===== config.mk =====
export PLATFORM = sky130hd
export DESIGN_NAME = id_ex_stage_fwd_flat
export DESIGN_NICKNAME = d
export VERILOG_FILES = /design/src/rtl/id_ex_stage_fwd_if.sv /design/src/rtl/id_ex_stage_fwd.sv /design/src/flat_wrapper.sv
export SDC_FILE = /design/constraint.sdc
export NUM_CORES = 1
export LEC_CHECK = 0
export BUFFER_PORTS_ARGS = -buffer_cell sky130_fd_sc_hd__buf_2
export CAP_MARGIN = 30
export CELL_PAD_IN_SITES_DETAIL_PLACEMENT = 0
export CELL_PAD_IN_SITES_GLOBAL_PLACEMENT = 1
export CORE_UTILIZATION = 30
export CTS_CLUSTER_DIAMETER = 40
export DETAILED_ROUTE_END_ITERATION = 8
export PLACE_DENSITY_LB_ADDON = 0.05
export SYNTH_ARGS = -nofsm -noshare
export SYNTH_HDL_FRONTEND = slang
export SYNTH_SLANG_ARGS = --single-unit

===== constraint.sdc =====
create_clock -name clk -period 15.74 [get_ports clk]
set_input_delay 3.148 -clock clk [delete_from_list [all_inputs] [get_ports clk]]
set_output_delay 3.148 -clock clk [all_outputs]
set_load 0.02 [all_outputs]

===== src/rtl/id_ex_stage_fwd_if.sv =====
// ID/EX pipeline register bundle: the decode stage drives it (master), the EX stage consumes it (slave).
interface id_ex_stage_fwd_if #(
    parameter int XLEN   = 32,
    parameter int REG_AW = 5
);
    logic              valid_o;
    logic [31:0]       ins_o;
    logic [XLEN-1:0]   ins_addr_o;
    logic [XLEN-1:0]   reg1_rd_data_o;
    logic [XLEN-1:0]   reg2_rd_data_o;
    logic [REG_AW-1:0] reg_wr_addr_o;
    logic [XLEN-1:0]   imm_o;
    logic              mem_rd_req_o;
    logic [XLEN-1:0]   mem_rd_addr_o;

    modport master (
        output valid_o, ins_o, ins_addr_o, reg1_rd_data_o, reg2_rd_data_o,
               reg_wr_addr_o, imm_o, mem_rd_req_o, mem_rd_addr_o
    );

    modport slave (
        input valid_o, ins_o, ins_addr_o, reg1_rd_data_o, reg2_rd_data_o,
              reg_wr_addr_o, imm_o, mem_rd_req_o, mem_rd_addr_o
    );
endinterface


===== src/rtl/id_ex_stage_fwd.sv =====
// Decode stage with operand forwarding, load-use hazard handling and the ID/EX pipeline register.
// Define ID_FWD_EN for EX/MEM forwarding with a one-cycle load-use bubble; otherwise it stalls on any pending write.
module id_ex_stage_fwd #(
    parameter int          XLEN    = 32,
    parameter int          REG_AW  = 5,
    parameter int          HOLD_W  = 3,
    parameter int          HOLD_ID = 2,
    parameter logic [31:0] NOP_INS = 32'h00000013
) (
    input  logic               clk,
    input  logic               rst,
    input  logic [HOLD_W-1:0]  hold_flag_i,
    input  logic               flush_i,
    input  logic               ins_valid_i,
    input  logic [31:0]        ins_i,
    input  logic [XLEN-1:0]    ins_addr_i,
    output logic [REG_AW-1:0]  reg1_rd_addr_o,
    output logic [REG_AW-1:0]  reg2_rd_addr_o,
    input  logic [XLEN-1:0]    reg1_rd_data_i,
    input  logic [XLEN-1:0]    reg2_rd_data_i,
    input  logic               ex_wr_en_i,
    input  logic [REG_AW-1:0]  ex_wr_addr_i,
    input  logic [XLEN-1:0]    ex_wr_data_i,
    input  logic               ex_is_load_i,
    input  logic               mem_wr_en_i,
    input  logic [REG_AW-1:0]  mem_wr_addr_i,
    input  logic [XLEN-1:0]    mem_wr_data_i,
    output logic               stall_req_o,
    id_ex_stage_fwd_if.master  id_ex
);

    localparam logic [6:0] OPC_LUI    = 7'b0110111;
    localparam logic [6:0] OPC_AUIPC  = 7'b0010111;
    localparam logic [6:0] OPC_JAL    = 7'b1101111;
    localparam logic [6:0] OPC_JALR   = 7'b1100111;
    localparam logic [6:0] OPC_BRANCH = 7'b1100011;
    localparam logic [6:0] OPC_LOAD   = 7'b0000011;
    localparam logic [6:0] OPC_STORE  = 7'b0100011;
    localparam logic [6:0] OPC_IMM    = 7'b0010011;
    localparam logic [6:0] OPC_OP     = 7'b0110011;

    localparam logic [HOLD_W-1:0] HOLD_LVL = HOLD_W'(HOLD_ID);

    logic        uses_rs1;
    logic        uses_rs2;
    logic        writes_rd;
    logic        is_load;
    logic        no_rs;
    logic [XLEN-1:0] imm;

    logic signed [11:0] imm_i_raw;
    logic signed [11:0] imm_s_raw;
    logic signed [12:0] imm_b_raw;
    logic signed [31:0] imm_u_raw;
    logic signed [20:0] imm_j_raw;

    assign imm_i_raw = ins_i[31:20];
    assign imm_s_raw = {ins_i[31:25], ins_i[11:7]};
    assign imm_b_raw = {ins_i[31], ins_i[7], ins_i[30:25], ins_i[11:8], 1'b0};
    assign imm_u_raw = {ins_i[31:12], 12'h000};
    assign imm_j_raw = {ins_i[31], ins_i[19:12], ins_i[20], ins_i[30:21], 1'b0};

    // Source usage here drives hazard detection; unused read ports only go to 0 for U/J formats.
    always_comb begin
        uses_rs1  = 1'b0;
        uses_rs2  = 1'b0;
        writes_rd = 1'b0;
        is_load   = 1'b0;
        no_rs     = 1'b0;
        imm       = '0;
        case (ins_i[6:0])
            OPC_LUI, OPC_AUIPC: begin
                writes_rd = 1'b1;
                no_rs     = 1'b1;
                imm       = XLEN'(imm_u_raw);
            end
            OPC_JAL: begin
                writes_rd = 1'b1;
                no_rs     = 1'b1;
                imm       = XLEN'(imm_j_raw);
            end
            OPC_JALR, OPC_IMM: begin
                uses_rs1  = 1'b1;
                writes_rd = 1'b1;
                imm       = XLEN'(imm_i_raw);
            end
            OPC_LOAD: begin
                uses_rs1  = 1'b1;
                writes_rd = 1'b1;
                is_load   = 1'b1;
                imm       = XLEN'(imm_i_raw);
            end
            OPC_BRANCH: begin
                uses_rs1 = 1'b1;
                uses_rs2 = 1'b1;
                imm      = XLEN'(imm_b_raw);
            end
            OPC_STORE: begin
                uses_rs1 = 1'b1;
                uses_rs2 = 1'b1;
                imm      = XLEN'(imm_s_raw);
            end
            OPC_OP: begin
                uses_rs1  = 1'b1;
                uses_rs2  = 1'b1;
                writes_rd = 1'b1;
            end
            default: ;
        endcase
    end

    logic [REG_AW-1:0] rd_addr;

    assign reg1_rd_addr_o = no_rs ? '0 : REG_AW'(ins_i[19:15]);
    assign reg2_rd_addr_o = no_rs ? '0 : REG_AW'(ins_i[24:20]);
    assign rd_addr        = writes_rd ? REG_AW'(ins_i[11:7]) : '0;

    logic [XLEN-1:0] op1;
    logic [XLEN-1:0] op2;
    logic            hazard;

`ifdef ID_FWD_EN
    typedef enum logic {RUN, LU_BUBBLE} lu_state_t;
    lu_state_t state;

    // A load in EX has no data yet, so it is skipped here and caught as a load-use hazard instead.
    function automatic logic [XLEN-1:0] fwd_operand(
        input logic [REG_AW-1:0] addr,
        input logic [XLEN-1:0]   rf_data,
        input logic              ex_en,
        input logic              ex_load,
        input logic [REG_AW-1:0] ex_addr,
        input logic [XLEN-1:0]   ex_data,
        input logic              mem_en,
        input logic [REG_AW-1:0] mem_addr,
        input logic [XLEN-1:0]   mem_data
    );
        if (addr == '0)
            return '0;
        if (ex_en && !ex_load && ex_addr == addr)
            return ex_data;
        if (mem_en && mem_addr == addr)
            return mem_data;
        return rf_data;
    endfunction

    logic load_hit;

    assign op1 = fwd_operand(reg1_rd_addr_o, reg1_rd_data_i, ex_wr_en_i, ex_is_load_i,
                             ex_wr_addr_i, ex_wr_data_i, mem_wr_en_i, mem_wr_addr_i, mem_wr_data_i);
    assign op2 = fwd_operand(reg2_rd_addr_o, reg2_rd_data_i, ex_wr_en_i, ex_is_load_i,
                             ex_wr_addr_i, ex_wr_data_i, mem_wr_en_i, mem_wr_addr_i, mem_wr_data_i);

    assign load_hit = ex_wr_en_i && ex_is_load_i && (ex_wr_addr_i != '0) &&
                      ((uses_rs1 && ex_wr_addr_i == reg1_rd_addr_o) ||
                       (uses_rs2 && ex_wr_addr_i == reg2_rd_addr_o));
    assign hazard   = ins_valid_i && load_hit && (state == RUN);
`else
    function automatic logic rs_pending(
        input logic [REG_AW-1:0] addr,
        input logic              ex_en,
        input logic [REG_AW-1:0] ex_addr,
        input logic              mem_en,
        input logic [REG_AW-1:0] mem_addr
    );
        return (addr != '0) && ((ex_en && ex_addr == addr) || (mem_en && mem_addr == addr));
    endfunction

    logic unused_fwd_inputs;

    assign op1    = (reg1_rd_addr_o == '0) ? '0 : reg1_rd_data_i;
    assign op2    = (reg2_rd_addr_o == '0) ? '0 : reg2_rd_data_i;
    assign hazard = ins_valid_i &&
                    ((uses_rs1 && rs_pending(reg1_rd_addr_o, ex_wr_en_i, ex_wr_addr_i,
                                             mem_wr_en_i, mem_wr_addr_i)) ||
                     (uses_rs2 && rs_pending(reg2_rd_addr_o, ex_wr_en_i, ex_wr_addr_i,
                                             mem_wr_en_i, mem_wr_addr_i)));
    assign unused_fwd_inputs = ^{ex_is_load_i, ex_wr_data_i, mem_wr_data_i};
`endif

    logic            hold_active;
    logic            take_bubble;
    logic [XLEN-1:0] load_addr;

    assign stall_req_o = hazard;
    assign hold_active = hold_flag_i >= HOLD_LVL;
    assign take_bubble = flush_i || hazard || !ins_valid_i;
    assign load_addr   = op1 + imm;

    // Flush outranks hold, so a killed instruction never stays frozen in ID/EX.
    always_ff @(posedge clk or posedge rst) begin
        if (rst) begin
`ifdef ID_FWD_EN
            state <= RUN;
`endif
            id_ex.valid_o        <= 1'b0;
            id_ex.ins_o          <= NOP_INS;
            id_ex.ins_addr_o     <= '0;
            id_ex.reg1_rd_data_o <= '0;
            id_ex.reg2_rd_data_o <= '0;
            id_ex.reg_wr_addr_o  <= '0;
            id_ex.imm_o          <= '0;
            id_ex.mem_rd_req_o   <= 1'b0;
            id_ex.mem_rd_addr_o  <= '0;
        end else if (flush_i || !hold_active) begin
`ifdef ID_FWD_EN
            state <= (!flush_i && hazard) ? LU_BUBBLE : RUN;
`endif
            id_ex.valid_o        <= !take_bubble;
            id_ex.ins_o          <= take_bubble ? NOP_INS : ins_i;
            id_ex.ins_addr_o     <= take_bubble ? '0 : ins_addr_i;
            id_ex.reg1_rd_data_o <= take_bubble ? '0 : op1;
            id_ex.reg2_rd_data_o <= take_bubble ? '0 : op2;
            id_ex.reg_wr_addr_o  <= take_bubble ? '0 : rd_addr;
            id_ex.imm_o          <= take_bubble ? '0 : imm;
            id_ex.mem_rd_req_o   <= !take_bubble && is_load;
            id_ex.mem_rd_addr_o  <= (take_bubble || !is_load) ? '0 : load_addr;
        end
    end

endmodule


===== src/flat_wrapper.sv =====
// flat-port wrapper written by rule: the top's interface ports become plain ports
module id_ex_stage_fwd_flat 
#(
    parameter int          XLEN    = 32,
    parameter int          REG_AW  = 5,
    parameter int          HOLD_W  = 3,
    parameter int          HOLD_ID = 2,
    parameter logic [31:0] NOP_INS = 32'h00000013
)
  (clk, rst, hold_flag_i, flush_i, ins_valid_i, ins_i, ins_addr_i, reg1_rd_addr_o, reg2_rd_addr_o, reg1_rd_data_i, reg2_rd_data_i, ex_wr_en_i, ex_wr_addr_i, ex_wr_data_i, ex_is_load_i, mem_wr_en_i, mem_wr_addr_i, mem_wr_data_i, stall_req_o, id_ex_valid_o, id_ex_ins_o, id_ex_ins_addr_o, id_ex_reg1_rd_data_o, id_ex_reg2_rd_data_o, id_ex_reg_wr_addr_o, id_ex_imm_o, id_ex_mem_rd_req_o, id_ex_mem_rd_addr_o);
  id_ex_stage_fwd_if #(.XLEN(XLEN), .REG_AW(REG_AW)) id_ex_i ();
  input  logic clk;
  input  logic rst;
  input  logic [HOLD_W-1:0] hold_flag_i;
  input  logic flush_i;
  input  logic ins_valid_i;
  input  logic [31:0] ins_i;
  input  logic [XLEN-1:0] ins_addr_i;
  output logic [REG_AW-1:0] reg1_rd_addr_o;
  output logic [REG_AW-1:0] reg2_rd_addr_o;
  input  logic [XLEN-1:0] reg1_rd_data_i;
  input  logic [XLEN-1:0] reg2_rd_data_i;
  input  logic ex_wr_en_i;
  input  logic [REG_AW-1:0] ex_wr_addr_i;
  input  logic [XLEN-1:0] ex_wr_data_i;
  input  logic ex_is_load_i;
  input  logic mem_wr_en_i;
  input  logic [REG_AW-1:0] mem_wr_addr_i;
  input  logic [XLEN-1:0] mem_wr_data_i;
  output logic stall_req_o;
  output wire logic [$bits(id_ex_i.valid_o)-1:0] id_ex_valid_o;
  output wire logic [$bits(id_ex_i.ins_o)-1:0] id_ex_ins_o;
  output wire logic [$bits(id_ex_i.ins_addr_o)-1:0] id_ex_ins_addr_o;
  output wire logic [$bits(id_ex_i.reg1_rd_data_o)-1:0] id_ex_reg1_rd_data_o;
  output wire logic [$bits(id_ex_i.reg2_rd_data_o)-1:0] id_ex_reg2_rd_data_o;
  output wire logic [$bits(id_ex_i.reg_wr_addr_o)-1:0] id_ex_reg_wr_addr_o;
  output wire logic [$bits(id_ex_i.imm_o)-1:0] id_ex_imm_o;
  output wire logic [$bits(id_ex_i.mem_rd_req_o)-1:0] id_ex_mem_rd_req_o;
  output wire logic [$bits(id_ex_i.mem_rd_addr_o)-1:0] id_ex_mem_rd_addr_o;
  assign id_ex_valid_o = id_ex_i.valid_o;
  assign id_ex_ins_o = id_ex_i.ins_o;
  assign id_ex_ins_addr_o = id_ex_i.ins_addr_o;
  assign id_ex_reg1_rd_data_o = id_ex_i.reg1_rd_data_o;
  assign id_ex_reg2_rd_data_o = id_ex_i.reg2_rd_data_o;
  assign id_ex_reg_wr_addr_o = id_ex_i.reg_wr_addr_o;
  assign id_ex_imm_o = id_ex_i.imm_o;
  assign id_ex_mem_rd_req_o = id_ex_i.mem_rd_req_o;
  assign id_ex_mem_rd_addr_o = id_ex_i.mem_rd_addr_o;
  id_ex_stage_fwd #(.XLEN(XLEN), .REG_AW(REG_AW), .HOLD_W(HOLD_W), .HOLD_ID(HOLD_ID), .NOP_INS(NOP_INS)) u_core (.clk(clk), .rst(rst), .hold_flag_i(hold_flag_i), .flush_i(flush_i), .ins_valid_i(ins_valid_i), .ins_i(ins_i), .ins_addr_i(ins_addr_i), .reg1_rd_addr_o(reg1_rd_addr_o), .reg2_rd_addr_o(reg2_rd_addr_o), .reg1_rd_data_i(reg1_rd_data_i), .reg2_rd_data_i(reg2_rd_data_i), .ex_wr_en_i(ex_wr_en_i), .ex_wr_addr_i(ex_wr_addr_i), .ex_wr_data_i(ex_wr_data_i), .ex_is_load_i(ex_is_load_i), .mem_wr_en_i(mem_wr_en_i), .mem_wr_addr_i(mem_wr_addr_i), .mem_wr_data_i(mem_wr_data_i), .stall_req_o(stall_req_o), .id_ex(id_ex_i));
endmodule

## Word-level counts from Yosys, hierarchy flattened

Cells that the tools add are included.

| storage, ports and cells | value |
|---|---|
| bits in registers | 199 |
| word-level logic and storage cells | 73 |
| bits of input ports | 212 |
| bits in writable memories | 0 |
| memories | 0 |
| ROM bits | 0 |
| bits in latches | 0 |

| cells by class | value |
|---|---|
| multiply operators | 0 |
| shifts and indexed selects | 0 |
| equal/unequal tests | 13 |
| order comparisons | 1 |
| mux-type cells | 18 |
| add/subtract/negate cells | 1 |
| divide/modulo/power cells | 0 |
| reductions and logical operators | 31 |
| bitwise operators | 0 |

Operator list:

| kind | count |
|---|---|
| $mux W32 | 8 |
| $pmux W32 S5 | 1 |
| $add A32 B32 Y32 | 1 |
| $eq A7 B6 Y1 const B | 3 |
| $eq A7 B7 Y1 const B | 3 |
| $eq A5 B5 Y1 | 4 |
| $mux W5 | 4 |
| $eq A7 B5 Y1 const B | 2 |
| $logic_and A1 B1 Y1 | 10 |
| $logic_not A5 Y1 | 2 |
| $reduce_bool A5 Y1 | 2 |
| $reduce_or A3 Y1 | 3 |
| $eq A7 B2 Y1 const B | 1 |
| $logic_or A1 B1 Y1 | 7 |
| $reduce_or A7 Y1 | 1 |
| $reduce_or A6 Y1 | 1 |
| $mux W1 | 5 |
| $logic_not A1 Y1 | 4 |
| $ge A3 B2 Y1 const B | 1 |
| $reduce_or A2 Y1 | 1 |

## Depth between registers and ports, before layout

| depth | value |
|---|---|
| depth in word-level cells | 15 |
| depth in mapped cells | 19 |
| depth with buffers taken out | 17 |

## Least setup slack after synthesis

No wires, ideal clock.

| timing | value |
|---|---|
| kind | input to output |
| from | input port ins_i[4] |
| to | output port stall_req_o |
| required time | 12.592 ns |
| path slack | 7.882 ns |
| data arrival time | 4.710 ns |
| stages on the path | 8 |
| cells stage by stage | buf_2 -> nand3b_4 -> o22ai_2 -> or4_1 -> a21oi_1 -> o2111ai_1 -> o211ai_2 -> and2_1 |

| between the ends | value |
|---|---|
| cells in the longest elaborated chain, start to end | 11 |

RTL lines:

| element | RTL line | source |
|---|---|---|
| start: declaration | flat_wrapper.sv:17 | `input logic [31:0] ins_i;` |
| $eq A7 B6 Y1 (tied with other cells) | id_ex_stage_fwd.sv:71 | `case (ins_i[6:0])` |
| $reduce_or A3 Y1 (no source line) | n/a |  |
| $mux W1 | id_ex_stage_fwd.sv:71 |  |
| $mux W5, on equally long branches | id_ex_stage_fwd.sv:114, id_ex_stage_fwd.sv:115 |  |
| $eq A5 B5 Y1 | id_ex_stage_fwd.sv:166 | `return (addr != '0) && ((ex_en && ex_addr == addr) \|\| (mem_en && mem_addr == addr));` |
| $logic_and A1 B1 Y1 | id_ex_stage_fwd.sv:166 |  |
| $logic_or A1 B1 Y1 | id_ex_stage_fwd.sv:166 |  |
| $logic_and A1 B1 Y1 | id_ex_stage_fwd.sv:166 |  |
| $logic_and A1 B1 Y1, on equally long branches | id_ex_stage_fwd.sv:174, id_ex_stage_fwd.sv:176 |  |
| $logic_or A1 B1 Y1 (*) | id_ex_stage_fwd.sv:175 | `mem_wr_en_i, mem_wr_addr_i)) \|\|` |
| $logic_and A1 B1 Y1 (*) | id_ex_stage_fwd.sv:173 | `assign hazard = ins_valid_i &&` |
| end: declaration | flat_wrapper.sv:30 | `output logic stall_req_o;` |

Every way passes the cells marked *; elsewhere a longest branch is shown, timed or not.

## Final worst setup path

| timing | value |
|---|---|
| from | input port ins_i[6] |
| to | output port stall_req_o |

The elaborated chain is that of the path after synthesis.

==> results_dict.tcl <==
set metrics [dict create \
    port_buffers 355 \
    fin_skew_ns 0 \
    remaining_drc_errors 0 \
    area.growth.synth_to_final_pct 28.8 \
    synth_cell_types 65 \
    grtUsageMet3_pct 5.40 \
    clkSinkCount 199 \
    ios 422 \
    crit_type "input port to output port" \
    final_antenna_net_count 0 \
    slew_viol_final 0 \
    cp.arrival_ns 5.51 \
    synth_most_common_cell "a22o_1" \
    cts_buffer_depth 2 \
    htreeDepth 4 \
    start_kind "input port" \
    synth_top_family_by_area "compound AO/OA/AOI/OAI gates" \
    synth_top_flop_cell "dfrtp_1" \
    grt_use_met2_pct 32.0 \
    pwr-share-clk_pct 41.7 \
    hold_violations 0 \
    dr.pass1.iters 6 \
    drive_gt1_share_pct 34.7 \
    yosys.area_share.simple_pct 10.1 \
    hold_buffers 0 \
    cts-resized-gates 0 \
    rsz0062_at_grt "no" \
    chipWidth_um 181 \
    wl_mm 32.7 \
    net-switching-power_uw 300 \
    synthAdderAreaFrac_pct 4.23 \
    yosysTopAreaCell "dfrtp_1" \
    grt_max_degree 197 \
    gp_congestion 0.790 \
    ys_ff_latch 199 \
    clockRootBuffer "clkbuf_16" \
    nets 1422 \
    grt_overflow 0 \
    drtIter0Drc 356 \
    synth-compound-area-share_pct 27.4 \
    post-dp-hpwl_mm 23.3 \
    drv_cap 0 \
    cts_buffers 17 \
    cts_setup_buffers 0 \
    synth_edf_count 0 \
    grt_pass1_vias 8044 \
    rows 65 \
    setup_viol 0 \
    p_seq_share_pct 45.7 \
    finalCritPeriodShare_pct 55.0 \
    power.density_nw_per_um2 92.9 \
    netlist_area_um2 9630 \
    synth_cells 850 \
    worstPathRequired_ns 12.59 \
    power_leakage_uw 0.00679 \
    ys_warn_count 0 \
    start_util_pct 30.5 \
    vdd_drop_max_mv 0.0741 \
    setup_tns_ns 0 \
    busiest_layer "met2" \
    status "completed" \
    post-route-min-period_ns 8.65 \
    clock_latency_ns 0.44 \
    yosys.area.top_type_share_pct 50.9 \
    comb_power_share_pct 12.6 \
    p_sw_share_pct 26.0 \
    synth_fp_nets 1094 \
    intPower_uw 853 \
    crit_path_max_fanout 13 \
    path_clk_slew_ns 0.07 \
    synth_area_leaders "dfrtp_1 (51%), a22o_1 (18%), ha_1 (4.0%)" \
    worst-slew-pin-transition_ns 1.02 \
    whs_ns 0.469 \
    core_area_um2 31600 \
    hp-class "flop to flop" \
    fmax_mhz 116 \
    maxSlewHeadroom_pct 32.0 \
    yosys-top-cells-count "a22o_1 (198), dfrtp_1 (196), nor2_1 (39)" \
    die_height_um 181 \
    critPathCaptureType "output port" \
    met1_usage_pct 26.4 \
    yosysSeqAreaShare_pct 51.7 \
    insertedDiodeCount 0 \
    antenna_found_initial 2 \
    grt_pass1_wl_mm 49.9 \
    synth_xor_xnor_area_share_pct 3.09 \
    dieArea_um2 32800 \
    wl_per_cell_um 20.5 \
    grt_usage_pct 19.9 \
    tritoncts "done" \
    synthMuxAreaShare_pct 0 \
    synth_async_sr_flop_share_pct 100 \
    dr_total_vias 8160 \
    via_per_inst 5.13 \
    syn_area_per_cell_um2 11.3 \
]
-- through the flow --
stage          setup WS [ns]  utilization, %  area [µm²]  std cells  total power, µW
2_1_floorplan           7.17               -        9630        850              623
3_3_place_gp            7.11            37.2       11700       1560              683
3_5_place_dp            7.11            37.3       11800       1561              684
4_1_cts                 7.08            39.3       12400       1592             1170
5_1_grt                 6.92            39.3       12400       1592             1200
6_report                7.09            39.3       12400       1592             1150
-- worst paths after layout --
kind | startpoint | endpoint | slack, ns | cells after the start
setup / recovery | ins_i[6] | stall_req_o | 7.09 | 9
hold / removal | u_core.id_ex.imm_o[31] | u_core.id_ex.imm_o[31] | 0.47 | 2
setup reg to reg | u_core.id_ex.ins_o[1] | u_core.id_ex.ins_o[1] | 14.97 | 2
hold reg to reg | u_core.id_ex.imm_o[31] | u_core.id_ex.imm_o[31] | 0.47 | 2
max in group asynchronous | rst | u_core.id_ex.ins_o[24] | 11.40 | 4
min in group asynchronous | rst | u_core.id_ex.ins_o[9] | 2.65 | 2
-- layout make-up --
class	instances	area (µm²)
Clock buffer	21	470
Clock inverter	10	168
Fill cell	3171	19100
Inverter	24	97.6
Multi-Input combinational cell	574	4330
Sequential cell	199	4980
Tap cell	402	503
Timing Repair Buffer	362	1860
-- power groups by stage --
stage               Clock [µW]  Sequential (µW)  Combinational, µW
floorplan                    0              549               74.1
global placement             0              536                147
detailed placement           0              536                148
CTS                        497              526                148
global route               517              527                161
finish                     481              526                145
-- worst max-delay path, cell delays in order --
cell,delay (ns)
buf_2,0.17
nand3b_1,0.21
nor2_1,0.77
a21oi_2,0.21
o32ai_1,0.31
nand3_1,0.13
o211ai_2,0.24
and2_1,0.16
buf_2,0.16
-- placed cells by master (no fill, tap or decap), types with 3 or more instances in the layout --
| master | synthesis | final |
|---|---|---|
| and3_1 | 7 | 7 |
| o211ai_1 | 6 | 6 |
| o21bai_1 | 3 | 3 |
| o21a_1 | 9 | 9 |
| buf_2 | 14 | 355 |
| a221oi_1 | 3 | 3 |
| bufinv_16 | 0 | 4 |
| ha_1 | 31 | 31 |
| o22ai_1 | 5 | 5 |
| and2_1 | 37 | 37 |
| xnor2_1 | 22 | 22 |
| a22o_1 | 198 | 198 |
| buf_4 | 1 | 5 |
| dfrtp_1 | 196 | 196 |
| nor3_1 | 8 | 8 |
| dfstp_2 | 3 | 3 |
| a21oi_1 | 31 | 31 |
| nor4_1 | 4 | 4 |
| clkbuf_16 | 0 | 17 |
| clkinvlp_4 | 0 | 3 |
| nor2b_1 | 12 | 12 |
| or3_1 | 5 | 5 |
| nand3_1 | 9 | 9 |
| or4_1 | 3 | 3 |
| a21o_1 | 21 | 21 |
| nand3b_1 | 3 | 3 |
| clkbuf_8 | 0 | 3 |
| nand2_1 | 35 | 35 |
| a31oi_1 | 5 | 5 |
| inv_1 | 24 | 23 |
| xor2_1 | 12 | 12 |
| nor2_1 | 39 | 37 |
| o21ai_0 | 23 | 23 |
-- logic make-up after synthesis --
logic type,after synthesis
compound gates,331
fa+ha+maj,32
xor+xnor,34
flops,199
simple gates,177
buf+inv,77
-- sequential cells by signal, indices dropped and copies added, names as in the netlist --
name / cells
u_core.id_ex.imm_o: 32
u_core.id_ex.ins_addr_o: 32
u_core.id_ex.ins_o: 32
u_core.id_ex.mem_rd_addr_o: 32
u_core.id_ex.reg1_rd_data_o: 32
u_core.id_ex.reg2_rd_data_o: 32
u_core.id_ex.reg_wr_addr_o: 5
u_core.id_ex.mem_rd_req_o: 1
u_core.id_ex.valid_o: 1
-- routing by layer --
metal  vias up  part of all wire [%]  routed length [µm]
li1       3869                     -                   -
met1      3979                    46               15000
met2       283                    47               15300
met3        25                   6.0                1970
met4         4                   1.2                 401
met5         -                 0.092                  30
No activity file was read; power rests on OpenSTA's default activity.
